## config.mk

```make
export PLATFORM = sky130hd
export DESIGN_NAME = apb_slave_regs
export DESIGN_NICKNAME = d
export VERILOG_FILES = /design/src/rtl/apb_slave_regs.sv
export SDC_FILE = /design/constraint.sdc
export NUM_CORES = 1
export LEC_CHECK = 0
export ABC_CLOCK_PERIOD_IN_PS = 11700
export CAP_MARGIN = 30
export CORE_MARGIN = 4
export CORE_UTILIZATION = 50
export DETAILED_ROUTE_END_ITERATION = 8
export PLACE_DENSITY = 0.81
export RECOVER_POWER = 100
export SLEW_MARGIN = 20
export SYNTH_ARGS = -nofsm -noshare
export SYNTH_HDL_FRONTEND = slang
export SYNTH_SLANG_ARGS = --single-unit
```

## constraint.sdc

```tcl
create_clock -name pclk -period 11.7 [get_ports pclk]
set_input_delay 1.17 -clock pclk [delete_from_list [all_inputs] [get_ports pclk]]
set_output_delay 1.17 -clock pclk [all_outputs]
set_load 0.02 [all_outputs]
```

## src/rtl/apb_slave_regs.sv

```systemverilog
`default_nettype none
// ============================================================================
// Module   : apb_slave_regs
// Brief    : APB register bank with NUM_REGS R/W registers and a read-only
//            write-counter status word. APB_WAIT_EN adds wait states and
//            pready/pslverr ports.
// Revision : 1.0 - initial release
// ============================================================================
module apb_slave_regs #(
    parameter int ADDR_WIDTH  = 8,
    parameter int DATA_WIDTH  = 32,
    parameter int NUM_REGS    = 8,
    parameter int WAIT_CYCLES = 2
) (
    input  logic                           pclk,
    input  logic                           rst,
    input  logic                           psel_i,
    input  logic                           penable_i,
    input  logic                           pwrite_i,
    input  logic [ADDR_WIDTH-1:0]          paddr_i,
    input  logic [DATA_WIDTH-1:0]          pwdata_i,
    output logic [DATA_WIDTH-1:0]          prdata_o,
`ifdef APB_WAIT_EN
    output logic                           pready_o,
    output logic                           pslverr_o,
`endif
    output logic [NUM_REGS*DATA_WIDTH-1:0] reg_out_o,
    output logic [NUM_REGS-1:0]            wr_pulse_o,
    output logic [15:0]                    wr_count_o
);

    localparam int IDX_W = ADDR_WIDTH - 2;
    localparam int CNT_W = (WAIT_CYCLES < 1) ? 1 : $clog2(WAIT_CYCLES + 1);

    typedef enum logic [1:0] {
        ST_IDLE   = 2'd0,
        ST_SETUP  = 2'd1,
        ST_ACCESS = 2'd2
    } state_t;

    state_t                  state_q;
    state_t                  state_d;
    logic                    pwrite_q;
    logic [IDX_W-1:0]        idx_q;
    logic                    valid_q;
    logic                    status_q;
    logic [DATA_WIDTH-1:0]   prdata_q;
    logic [NUM_REGS-1:0]     wr_pulse_q;
    logic [15:0]             wr_count_q;

    logic [IDX_W-1:0]        w_idx;
    logic                    w_aligned;
    logic                    w_valid;
    logic                    w_status;
    logic                    w_latch;
    logic                    w_to_access;
    logic                    w_commit;
    logic                    w_ready;
    logic                    w_wr_commit;
    logic [NUM_REGS-1:0]     w_onehot;
    logic [DATA_WIDTH-1:0]   w_rdata;

    if (WAIT_CYCLES < 0) begin : g_wait_chk
        $error("WAIT_CYCLES must be non-negative");
    end

    assign w_idx     = paddr_i[ADDR_WIDTH-1:2];
    assign w_aligned = (paddr_i[1:0] == 2'b00);
    assign w_valid   = w_aligned && (w_idx < IDX_W'(NUM_REGS));
    assign w_status  = w_aligned && (w_idx == IDX_W'(NUM_REGS));

    always_comb begin
        state_d     = state_q;
        w_latch     = 1'b0;
        w_to_access = 1'b0;
        w_commit    = 1'b0;
        case (state_q)
            ST_IDLE: begin
                // penable without a preceding setup phase is ignored here
                if (psel_i && !penable_i) begin
                    state_d = ST_SETUP;
                    w_latch = 1'b1;
                end
            end
            ST_SETUP: begin
                if (!psel_i) begin
                    state_d = ST_IDLE;
                end else if (penable_i) begin
                    state_d     = ST_ACCESS;
                    w_to_access = 1'b1;
                end
            end
            ST_ACCESS: begin
                if (psel_i && penable_i && w_ready) begin
                    state_d  = ST_IDLE;
                    w_commit = 1'b1;
                end else if (psel_i && !penable_i) begin
                    state_d = ST_SETUP;
                    w_latch = 1'b1;
                end else if (!psel_i) begin
                    state_d = ST_IDLE;
                end
            end
            default: state_d = ST_IDLE;
        endcase
    end

    assign w_wr_commit = w_commit && pwrite_q && valid_q;

    for (genvar i = 0; i < NUM_REGS; i++) begin : g_regs
        logic [DATA_WIDTH-1:0] data_q;

        assign w_onehot[i] = (idx_q == IDX_W'(i));

        always_ff @(posedge pclk or posedge rst) begin
            if (rst) begin
                data_q <= '0;
            end else if (w_wr_commit && w_onehot[i]) begin
                data_q <= pwdata_i;
            end
        end

        assign reg_out_o[i*DATA_WIDTH +: DATA_WIDTH] = data_q;
    end

    always_comb begin
        w_rdata = '0;
        if (status_q) begin
            w_rdata = DATA_WIDTH'(wr_count_q);
        end
        for (int i = 0; i < NUM_REGS; i++) begin
            if (valid_q && w_onehot[i]) begin
                w_rdata = reg_out_o[i*DATA_WIDTH +: DATA_WIDTH];
            end
        end
    end

    always_ff @(posedge pclk or posedge rst) begin
        if (rst) begin
            state_q    <= ST_IDLE;
            pwrite_q   <= 1'b0;
            idx_q      <= '0;
            valid_q    <= 1'b0;
            status_q   <= 1'b0;
            prdata_q   <= '0;
            wr_pulse_q <= '0;
            wr_count_q <= '0;
        end else begin
            state_q    <= state_d;
            wr_pulse_q <= '0;
            if (w_latch) begin
                pwrite_q <= pwrite_i;
                idx_q    <= w_idx;
                valid_q  <= w_valid;
                status_q <= w_status;
            end
            if (w_to_access) begin
                prdata_q <= pwrite_q ? '0 : w_rdata;
            end else if (w_commit) begin
                prdata_q <= '0;
            end
            if (w_wr_commit) begin
                wr_pulse_q <= w_onehot;
                wr_count_q <= wr_count_q + 16'd1;
            end
        end
    end

`ifdef APB_WAIT_EN
    logic [CNT_W-1:0] wait_q;
    logic             w_err;

    always_ff @(posedge pclk or posedge rst) begin
        if (rst) begin
            wait_q <= '0;
        end else if (w_to_access) begin
            wait_q <= CNT_W'(WAIT_CYCLES);
        end else if ((state_q == ST_ACCESS) && (wait_q != '0)) begin
            wait_q <= wait_q - 1'b1;
        end
    end

    // Status reads are legal; status writes and unmapped addresses are not.
    assign w_err     = !(valid_q || (status_q && !pwrite_q));
    assign w_ready   = (wait_q == '0);
    assign pready_o  = w_ready;
    assign pslverr_o = (state_q == ST_ACCESS) && psel_i && penable_i && w_ready && w_err;
`else
    assign w_ready   = 1'b1;
`endif

    assign prdata_o   = prdata_q;
    assign wr_pulse_o = wr_pulse_q;
    assign wr_count_o = wr_count_q;

endmodule
`default_nettype wire
```

* Yosys cells after proc, flatten, opt, wreduce, memory -nomap -nowiden
Index checks and enable logic that the tools add are counted.
** Storage, ports and cells
- Input port bits :: 45
- Register bits :: 323
- Output and inout bits :: 312
** Operators by class
- Reduce and logical (&&, ||, !) cells :: 28
- Order comparisons :: 1
- Add/subtract/negate cells :: 1
- Mux-type cells :: 28
- Equal/unequal tests :: 13
** Operator list (number)
- 32-bit two-way mux :: 11
- 6-bit by 3-bit == test with 1-bit output (second input constant) :: 4
- 1-bit logical AND :: 22
- 16-bit by 1-bit adder with 16-bit output (second input constant) :: 1
- 16-bit two-way mux :: 1
- 6-bit by 2-bit == test with 1-bit output (second input constant) :: 2
- 2-bit two-way mux :: 6
- 8-bit two-way mux :: 1
- 1-bit two-way mux :: 7
- 6-bit by 1-bit == test with 1-bit output (second input constant) :: 1
- 6-bit by 4-bit == test with 1-bit output (second input constant) :: 1
- 6-bit zero test :: 1
- 6-bit by 4-bit < comparator with 1-bit output (second input constant) :: 1
- 2-bit one-hot mux with 3 select lines :: 1
- 2-bit zero test :: 2
- 4-bit != test (second input constant) :: 1
- 3-bit != test (second input constant) :: 1
- 3-bit AND reduction :: 1
- 2-bit by 1-bit == test with 1-bit output (second input constant) :: 1
- 2-bit == test (second input constant) :: 1
- 2-bit != test (second input constant) :: 1
- 1-bit one-hot mux with 2 select lines :: 1
- 2-bit nonzero test :: 1
- 1-bit zero test :: 1

* Longest topological paths before layout
Gate-level depths: netlist of run 1.
- Depth after elaboration :: 12
- Depth in mapped cells :: 7
- Gate-level depth less buffers :: 5

* Least setup slack after synthesis of run 1
No wires, ideal clock.
- Kind :: input to register
- From :: input psel_i
- To :: register g_regs[0].data_q[10]
- Path slack :: 9.248 ns
- Data required time :: 11.575 ns
- Setup time :: 0.125 ns
- Stages :: 6
- Data arrival time :: 2.327 ns
- Buffers on the path :: 2
- Cells stage by stage :: and2_1 > and4_1 > buf_2 > nand2_1 > buf_2 > mux2_2
** On the way
- Longest elaborated chain between the ends :: 6
** RTL lines
- from (decl) :: line 17 : input logic psel_i,
- 1-bit logical AND :: line 94 : if (psel_i && penable_i && w_ready) begin
- 1-bit two-way mux :: line 94
- 1-bit two-way mux :: line 77 : case (state_q)
- 1-bit logical AND (2 in series) :: line 108 : assign w_wr_commit = w_commit && pwrite_q && valid_q;
- 1-bit logical AND :: line 118 : end else if (w_wr_commit && w_onehot[i]) begin
- to (signal assigned) :: line 119 : data_q <= pwdata_i;
- to (decl) :: line 111 : logic [DATA_WIDTH-1:0] data_q;
No other way between the ends.
A chain may end at the register's enable or synchronous reset.

* Worst setup path after layout of run 1
- From :: register idx_q[1]
- To :: register g_regs[1].data_q[17]
** On the way
- Longest elaborated chain between the ends :: 2
** RTL lines
- from (decl) :: line 44 : logic [IDX_W-1:0] idx_q;
- from (signal assigned) :: line 153 : idx_q <= w_idx;
- 6-bit by 1-bit == test with 1-bit output :: line 113 : assign w_onehot[i] = (idx_q == IDX_W'(i));
- 1-bit logical AND :: line 118
- to (signal assigned) :: line 119
- to (decl) :: line 111
No other way between the ends.

==> out/qor.csv, run 1 <==
metric,value,unit
clock tree sinks,323,
Crit path depth,5,
ANT nets after route,0,
design area,19540,um2
WL final,48060,um
share of layout cells above drive strength 1,0.2569,
"Hold-fix buffers, CTS",0,
P_leak,0.009846,uW
switching pwr,569.6,uW
grt ovf,0,
crit path cell chain,clkbuf_1 -> clkinv_1 -> nand3_1 -> buf_12 -> mux2_2,
total power draw,2407,uW
Final min period,7390,ps
global-route usage over all layers,0.3021,
"FF+latch count, synth",323,
placed cell area,18510,um2
internal power,1837,uW
starting DRC count in detailed routing,984,
Ant. Diodes,0,
CP required,12090,ps
startpoint of the worst hold path,prdata_o[19]$_DFFE_PP0P_,
WP data arrival,7780,ps
worst-skew pair later-pin latency,510,ps
crit share post-route,0.6316,
clock-pin slew on the worst setup and hold paths,60,ps
die area,31870,um2
vias in the first global route,11634,
Post-CTS Setup Inserts,0,
Combinational Power Share,0.071,
Vias,11029,
area of the core,28700,um2
r2r endpoint,g_regs[1].data_q[17]$_DFFE_PP0P_,
r2r worst-path depth,5,
Reg2Reg Launch Point,idx_q[1]$_DFFE_PP0P_,
syn_nets,1126,
Worst Setup End Kind,register,
Hold Path Sink,prdata_o[19]$_DFFE_PP0P_,
Max Clock Freq,135.3,MHz
outcome,"complete, but fails checks",
Post-synth EDFFs,0,
failing checks,"max-capacitance violations, max-slew violations",
Tightest Pin Transition,5153,ps
Port Buf Inserts,356,
Routability Congestion,0.8671,
Num CTS Buffers,35,
Die H,178.5,um
htree depth,2,
fin. max-slew vios,283,
Final Core Density,0.6806,
wire length per cell,26.35,um
io pins,357,
sw frac,0.2366,
count of buffer and inverter cells on the critical path,3,
Max IR drop VDD,0.1042,mV
HP Class,register to register,
cts repair resizes,0,
flop2flop setup slack,4310,ps
Hold Path Depth,2,
TritonCTS clock tree,yes,
Root Buffer,clkbuf_16,
RSZ-0062 raised after global routing,false,
largest net degree at the start of global routing,117,
final setup violation count,0,
top_reg_cell synth,dfrtp_1,
hold slack,476.8,ps
Syn-to-layout area delta,34.37,%
TritonRoute pass-1 iters,5,
Worst Path Max Fanout,67,
Sequential Power Share,0.478,
Layout Nets,1463,
Hold Fails Final Rpt,0,
synthesized area,14540,um2
num rows,62,
Clock Power Share,0.451,
max-cap violations,6,
"Seq/Total Area, Yosys",0.5560,
DRC,0,
Synth cell types,45,
CP startpoint kind,register,
initial antenna violation count,1,
Starting Density,0.5065,
Yosys warning count,0,
Power Density,123.2,nW/um2
die width,178.5,um
Max transition margin,-2.454,
Mapped Cells,1080,
Fin Setup TNS,0,ps
WS Path Type,register to register,
Worst path max stage delay,2710,ps
vias per inst,6.047,
Crit-path slowest cell,clkbuf_1,
Post-Route Skew,18.07,ps
post-DP HPWL,32620,um
Top Family by Delay on Critical Path,buffers and inverters,
Mean Syn Cell Area,13.46,um2
CTS Buffer Depth,3,
"FFs w/ async S/R, synth",1.000,
global-route wire length before repair,72530,um
==> sequential cells by signal, indices dropped and copies added (netlist names) <==
| register | count |
|---|---|
| valid_q | 1 |
| wr_pulse_o | 8 |
| state_q | 2 |
| wr_count_o | 16 |
| status_q | 1 |
| g_regs.data_q | 256 |
| pwrite_q | 1 |
| idx_q | 6 |
| prdata_o | 32 |
==> worst min-delay path, stage by stage (launching register included) <==
cell	delay, ps
dfrtp_1	340
nand2_1	40
o21ai_0	60
==> per-layer routing <==
layer  global-route usage  part of all wire  vias up
met4               0.1148             0.038        2
li1                     -                 -     4701
met1               0.3786              0.38     5669
met2               0.4957              0.49      553
met3              0.09178             0.097      104
met5                    0           0.00033        -
==> stage by stage <==
step                      setup WS, ps  instances
after floorplan                   1589       1080
after global placement            7478       1754
after detailed placement          7436       1762
after CTS                         7953       1822
after global routing              4013       1824
final                             4310       1824
==> power by group through the flow <==
stage | logic, uW | clock network [uW] | registers [uW]
after detailed placement | 171 | 0 | 1170
after global placement | 168 | 0 | 1170
after CTS | 171 | 1100 | 1150
after global routing | 185 | 1150 | 1150
final | 172 | 1080 | 1150
after floorplan | 114 | 0 | 1150
==> area by class of cell <==
type	count	area (um2)
Fill cell	2066	9168
Sequential cell	323	8087
Multi-Input combinational cell	667	6027
Timing Repair Buffer	377	3760
Clock buffer	52	1062
Tap cell	384	480.5
Clock inverter	8	68.82
Inverter	13	50.05
==> logic make-up after synthesis <==
logic type	Yosys count	synth area share
mux	325	0.2657
flops	323	0.5560
compound gates	174	0.08348
simple gates	151	0.05508
buf+inv	90	0.02926
xor+xnor	16	0.009639
fa+ha+maj	1	0.0008605
==> placed cells by master (no fill, tap or decap), drive strengths merged, types with 5 or more instances in the layout <==
master	count
nor3	5
nand2	61
mux4	21
a2bb2oi	20
clkdlybuf4s50	42
o2111ai	21
o2bb2ai	10
o21ai	55
nand2b	5
clkinv	7
buf	12
dlygate4sd3	314
o22ai	17
xnor2	10
mux2	277
nor2	16
nand3	9
nor2b	16
nand4	20
o211ai	20
mux2i	27
a22oi	26
inv	12
clkbuf	61
xor2	6
dfrtp	323
==> how the worst max path moves through the flow <==
stage                                                   to                  from  slack [ps]
final                     g_regs[1].data_q[17]$_DFFE_PP0P_  idx_q[1]$_DFFE_PP0P_        4310
after CTS                  g_regs[4].data_q[6]$_DFFE_PP0P_                   rst        7950
after global routing      g_regs[1].data_q[17]$_DFFE_PP0P_  idx_q[1]$_DFFE_PP0P_        4010
after detailed placement           wr_pulse_o[6]$_DFF_PP0_                   rst        7440
after global placement             wr_pulse_o[6]$_DFF_PP0_                   rst        7480
after floorplan            g_regs[0].data_q[0]$_DFFE_PP0P_                   rst        1590
==> cells in the mapped netlist (all sizes together) (16+ instances only) <==
master	number	area, um2
mux2i	27	270.3
o211ai	20	150.1
o21ai	55	275.3
o2111ai	21	183.9
mux4	21	473.0
clkbuf	36	135.1
dfrtp	323	8083
buf	41	241.5
a22oi	26	195.2
nand4	20	125.1
a2bb2oi	20	175.2
o22ai	17	106.4
mux2	277	3119
nor2	16	75.07
nand2	61	229.0
nor2b	16	100.1
No activity file was read; power rests on OpenSTA's default activity.
==> run 2, diff against run 1 <==
--- a/config.mk
+++ b/config.mk
@@ -5,12 +5,12 @@
 export SDC_FILE = /design/constraint.sdc
 export NUM_CORES = 1
 export LEC_CHECK = 0
-export ABC_CLOCK_PERIOD_IN_PS = 11700
+export ABC_CLOCK_PERIOD_IN_PS = 6500
 export CAP_MARGIN = 30
 export CORE_MARGIN = 4
-export CORE_UTILIZATION = 50
+export CORE_UTILIZATION = 45
 export DETAILED_ROUTE_END_ITERATION = 8
-export PLACE_DENSITY = 0.81
+export PLACE_DENSITY = 0.77
 export RECOVER_POWER = 100
 export SLEW_MARGIN = 20
 export SYNTH_ARGS = -nofsm -noshare
==> constraint.sdc (replaced) <==
create_clock -name pclk -period 6.5 [get_ports pclk]
set_input_delay 0.65 -clock pclk [delete_from_list [all_inputs] [get_ports pclk]]
set_output_delay 0.65 -clock pclk [all_outputs]
set_load 0.02 [all_outputs]
==> run 2 against run 1 <==
Against the previous run:
- the run still ends with max-capacitance violations, max-slew violations left
- sequential share of layout area down 0.41 points
- first-iteration DRC count down 18%
- count of clock-buffer cells in the layout unchanged
- power up 89%
- fmax up 61%
- clock skew down 7.6 ps
- via count down 1.1%
- critical path depth down 1
- global-route usage down 3.6 points
- flip-flop and latch count unchanged
==> out/qor.csv, run 2 (synthesis results as in run 1) <==
metric,value,unit,change
Starting Density,0.4583,,-0.04815
Max transition margin,-0.8120,,+1.642
Layout Nets,1460,,-0.21%
r2r worst-path depth,4,,-1
Sequential Power Share,0.462,,-0.016
area of the multi-input gates,6027,um2,unchanged
fin. max-slew vios,114,,-60%
switching pwr,1043,uW,+83%
Biggest register,g_regs.data_q,,
count of buffer and inverter cells on the critical path,1,,-2
global-route usage over all layers,0.2662,,-0.03593
WS Path Type,register to register,,
TritonCTS clock tree,yes,,
Ant. Diodes,0,,unchanged
WL final,48020,um,about the same
CP Launch Point,idx_q[2]$_DFFE_PP0P_,,
Root Buffer,clkbuf_16,,
Die H,187.7,um,+5.2%
most frequent cells in the layout,"dfrtp_1, dlygate4sd3_1, mux2_2, nand2_1, o21ai_0",,
Post-CTS Setup Inserts,0,,unchanged
wire length per cell,26.08,um,-1.0%
failing checks,"max-capacitance violations, max-slew violations",,
"commonest non-fill, non-tap cell in the layout",dfrtp_1,,
worst-skew pair later-pin latency,500,ps,about the same
final setup margin,1923,ps,-2387 ps
Clock Power Share,0.481,,+0.030
num rows,65,,+4.8%
vias in the first global route,11467,,-1.4%
initial antenna violation count,0,,-1
Hold Path Depth,2,,unchanged
Fin Setup TNS,0,ps,unchanged
Tightest Pin Transition,2718,ps,-2435 ps
Hold Fails Final Rpt,0,,unchanged
final setup violation count,0,,unchanged
P_leak,0.009911,uW,+0.66%
max-cap violations,5,,-1
HP Class,register to register,,
DRC,0,,unchanged
global-route wire length before repair,72620,um,+0.12%
Max IR drop VDD,0.1935,mV,+86%
htree depth,2,,unchanged
io pins,357,,unchanged
Crit-path slowest cell,clkbuf_1,,
vias per inst,5.923,,-2.0%
"Hold-fix buffers, CTS",0,,unchanged
Syn-to-layout area delta,35.79,%,
grt ovf,0,,unchanged
TritonRoute pass-1 iters,5,,unchanged
die width,187.7,um,+5.2%
sw frac,0.2290,,-0.007638
RSZ-0062 raised after global routing,false,,
crit path cell chain,nand4_1 -> nor2_4 -> clkbuf_1 -> mux2_2,,
internal power,3510,uW,+91%
Top Family by Delay on Critical Path,buffers and inverters,,
die area,35250,um2,+11%
startpoint of the worst hold path,prdata_o[31]$_DFFE_PP0P_,,
starting DRC count in detailed routing,804,,-18%
post-DP HPWL,33080,um,+1.4%
share of layout cells above drive strength 1,0.2599,,+0.002958
max reg flops,256,,unchanged
clock tree sinks,323,,unchanged
Final min period,4577,ps,-2813 ps
clock-pin slew on the worst setup and hold paths,60,ps,about the same
Num CTS Buffers,36,,+2.9%
Worst Setup End Kind,register,,
Cells after DPL,1777,,+0.85%
Worst Path Max Fanout,43,,-36%
area of the core,31720,um2,+11%
Sequential Area,8090,um2,about the same
crit share post-route,0.7041,,+0.07252
CTS Buffer Depth,3,,unchanged
Post-Route Skew,10.47,ps,-7.600 ps
Crit path depth,4,,-1
Combinational Power Share,0.057,,-0.014
pre-CTS setup slack,2992,ps,-4445 ps
Vias,10905,,-1.1%
"non-filler cells, final",1841,,+0.93%
cts repair resizes,0,,unchanged
# fillers,2452,,+19%
CP required,6870,ps,-5220 ps
CP startpoint kind,register,,
Max Clock Freq,218.5,MHz,+61%
Worst path max stage delay,1940,ps,-770 ps
ANT nets after route,0,,unchanged
Reg2Reg Launch Point,idx_q[2]$_DFFE_PP0P_,,
largest net degree at the start of global routing,148,,+26%
outcome,"complete, but fails checks",,
Port Buf Inserts,356,,unchanged
Routability Congestion,0.8279,,-4.5%
WP data arrival,4950,ps,-2830 ps
Power Density,230.7,nW/um2,+87%
run 2: layout make-up:
| type | count | area share |
|---|---|---|
| clock buffers | 52 | 0.05229 |
| clock inverters | 11 | 0.01192 |
| inverters | 13 | 0.002535 |
| multi-input cells | 667 | 0.3053 |
| flip-flops and latches | 323 | 0.4098 |
| well taps | 402 | 0.02548 |
| repair buffers | 373 | 0.1926 |
run 2: power by group through the flow:
stage / Combinational (uW) / Clock (uW) / Sequential, uW
final: 261 / 2190 / 2100
after global routing: 283 / 2310 / 2110
after CTS: 268 / 2220 / 2100
after detailed placement: 267 / 0 / 2140
after global placement: 262 / 0 / 2140
after floorplan: 206 / 0 / 2080
run 2: metal layers:
layer	GRT usage	vias to the layer above	routed length (um)
li1	-	4707	-
met1	0.3383	5591	18620
met3	0.07595	96	4417
met5	0	-	0
met2	0.4399	511	23220
met4	0.09260	0	1758
run 2: worst register-to-register path: stages, from the launching register on:
cell,delay (ps)
dfrtp_1,1270
nand4_1,540
nor2_4,210
clkbuf_1,1940
mux2_2,490
run 2: path summary, 6_finish.rpt:
path | endpoint | slack, ps
setup reg to reg | g_regs[5].data_q[12]$_DFFE_PP0P_ | 1920
setup / recovery | g_regs[5].data_q[12]$_DFFE_PP0P_ | 1920
hold reg to reg | prdata_o[31]$_DFFE_PP0P_ | 490
hold / removal | prdata_o[31]$_DFFE_PP0P_ | 490
min in group asynchronous | g_regs[3].data_q[26]$_DFFE_PP0P_ | 1030
max in group asynchronous | idx_q[0]$_DFFE_PP0P_ | 4000
run 2: per-stage QoR:
stage | hold WS (ps) | area, um2 | total power, uW | util
global placement | 460.2 | 18350 | 2398 | 0.5786
CTS | 494.9 | 19820 | 4593 | 0.6249
finish | 485.4 | 19740 | 4553 | 0.6224
floorplan | 486.4 | 14540 | 2282 | -
global route | 513.3 | 19740 | 4698 | 0.6224
detailed placement | 478.8 | 18550 | 2407 | 0.5850
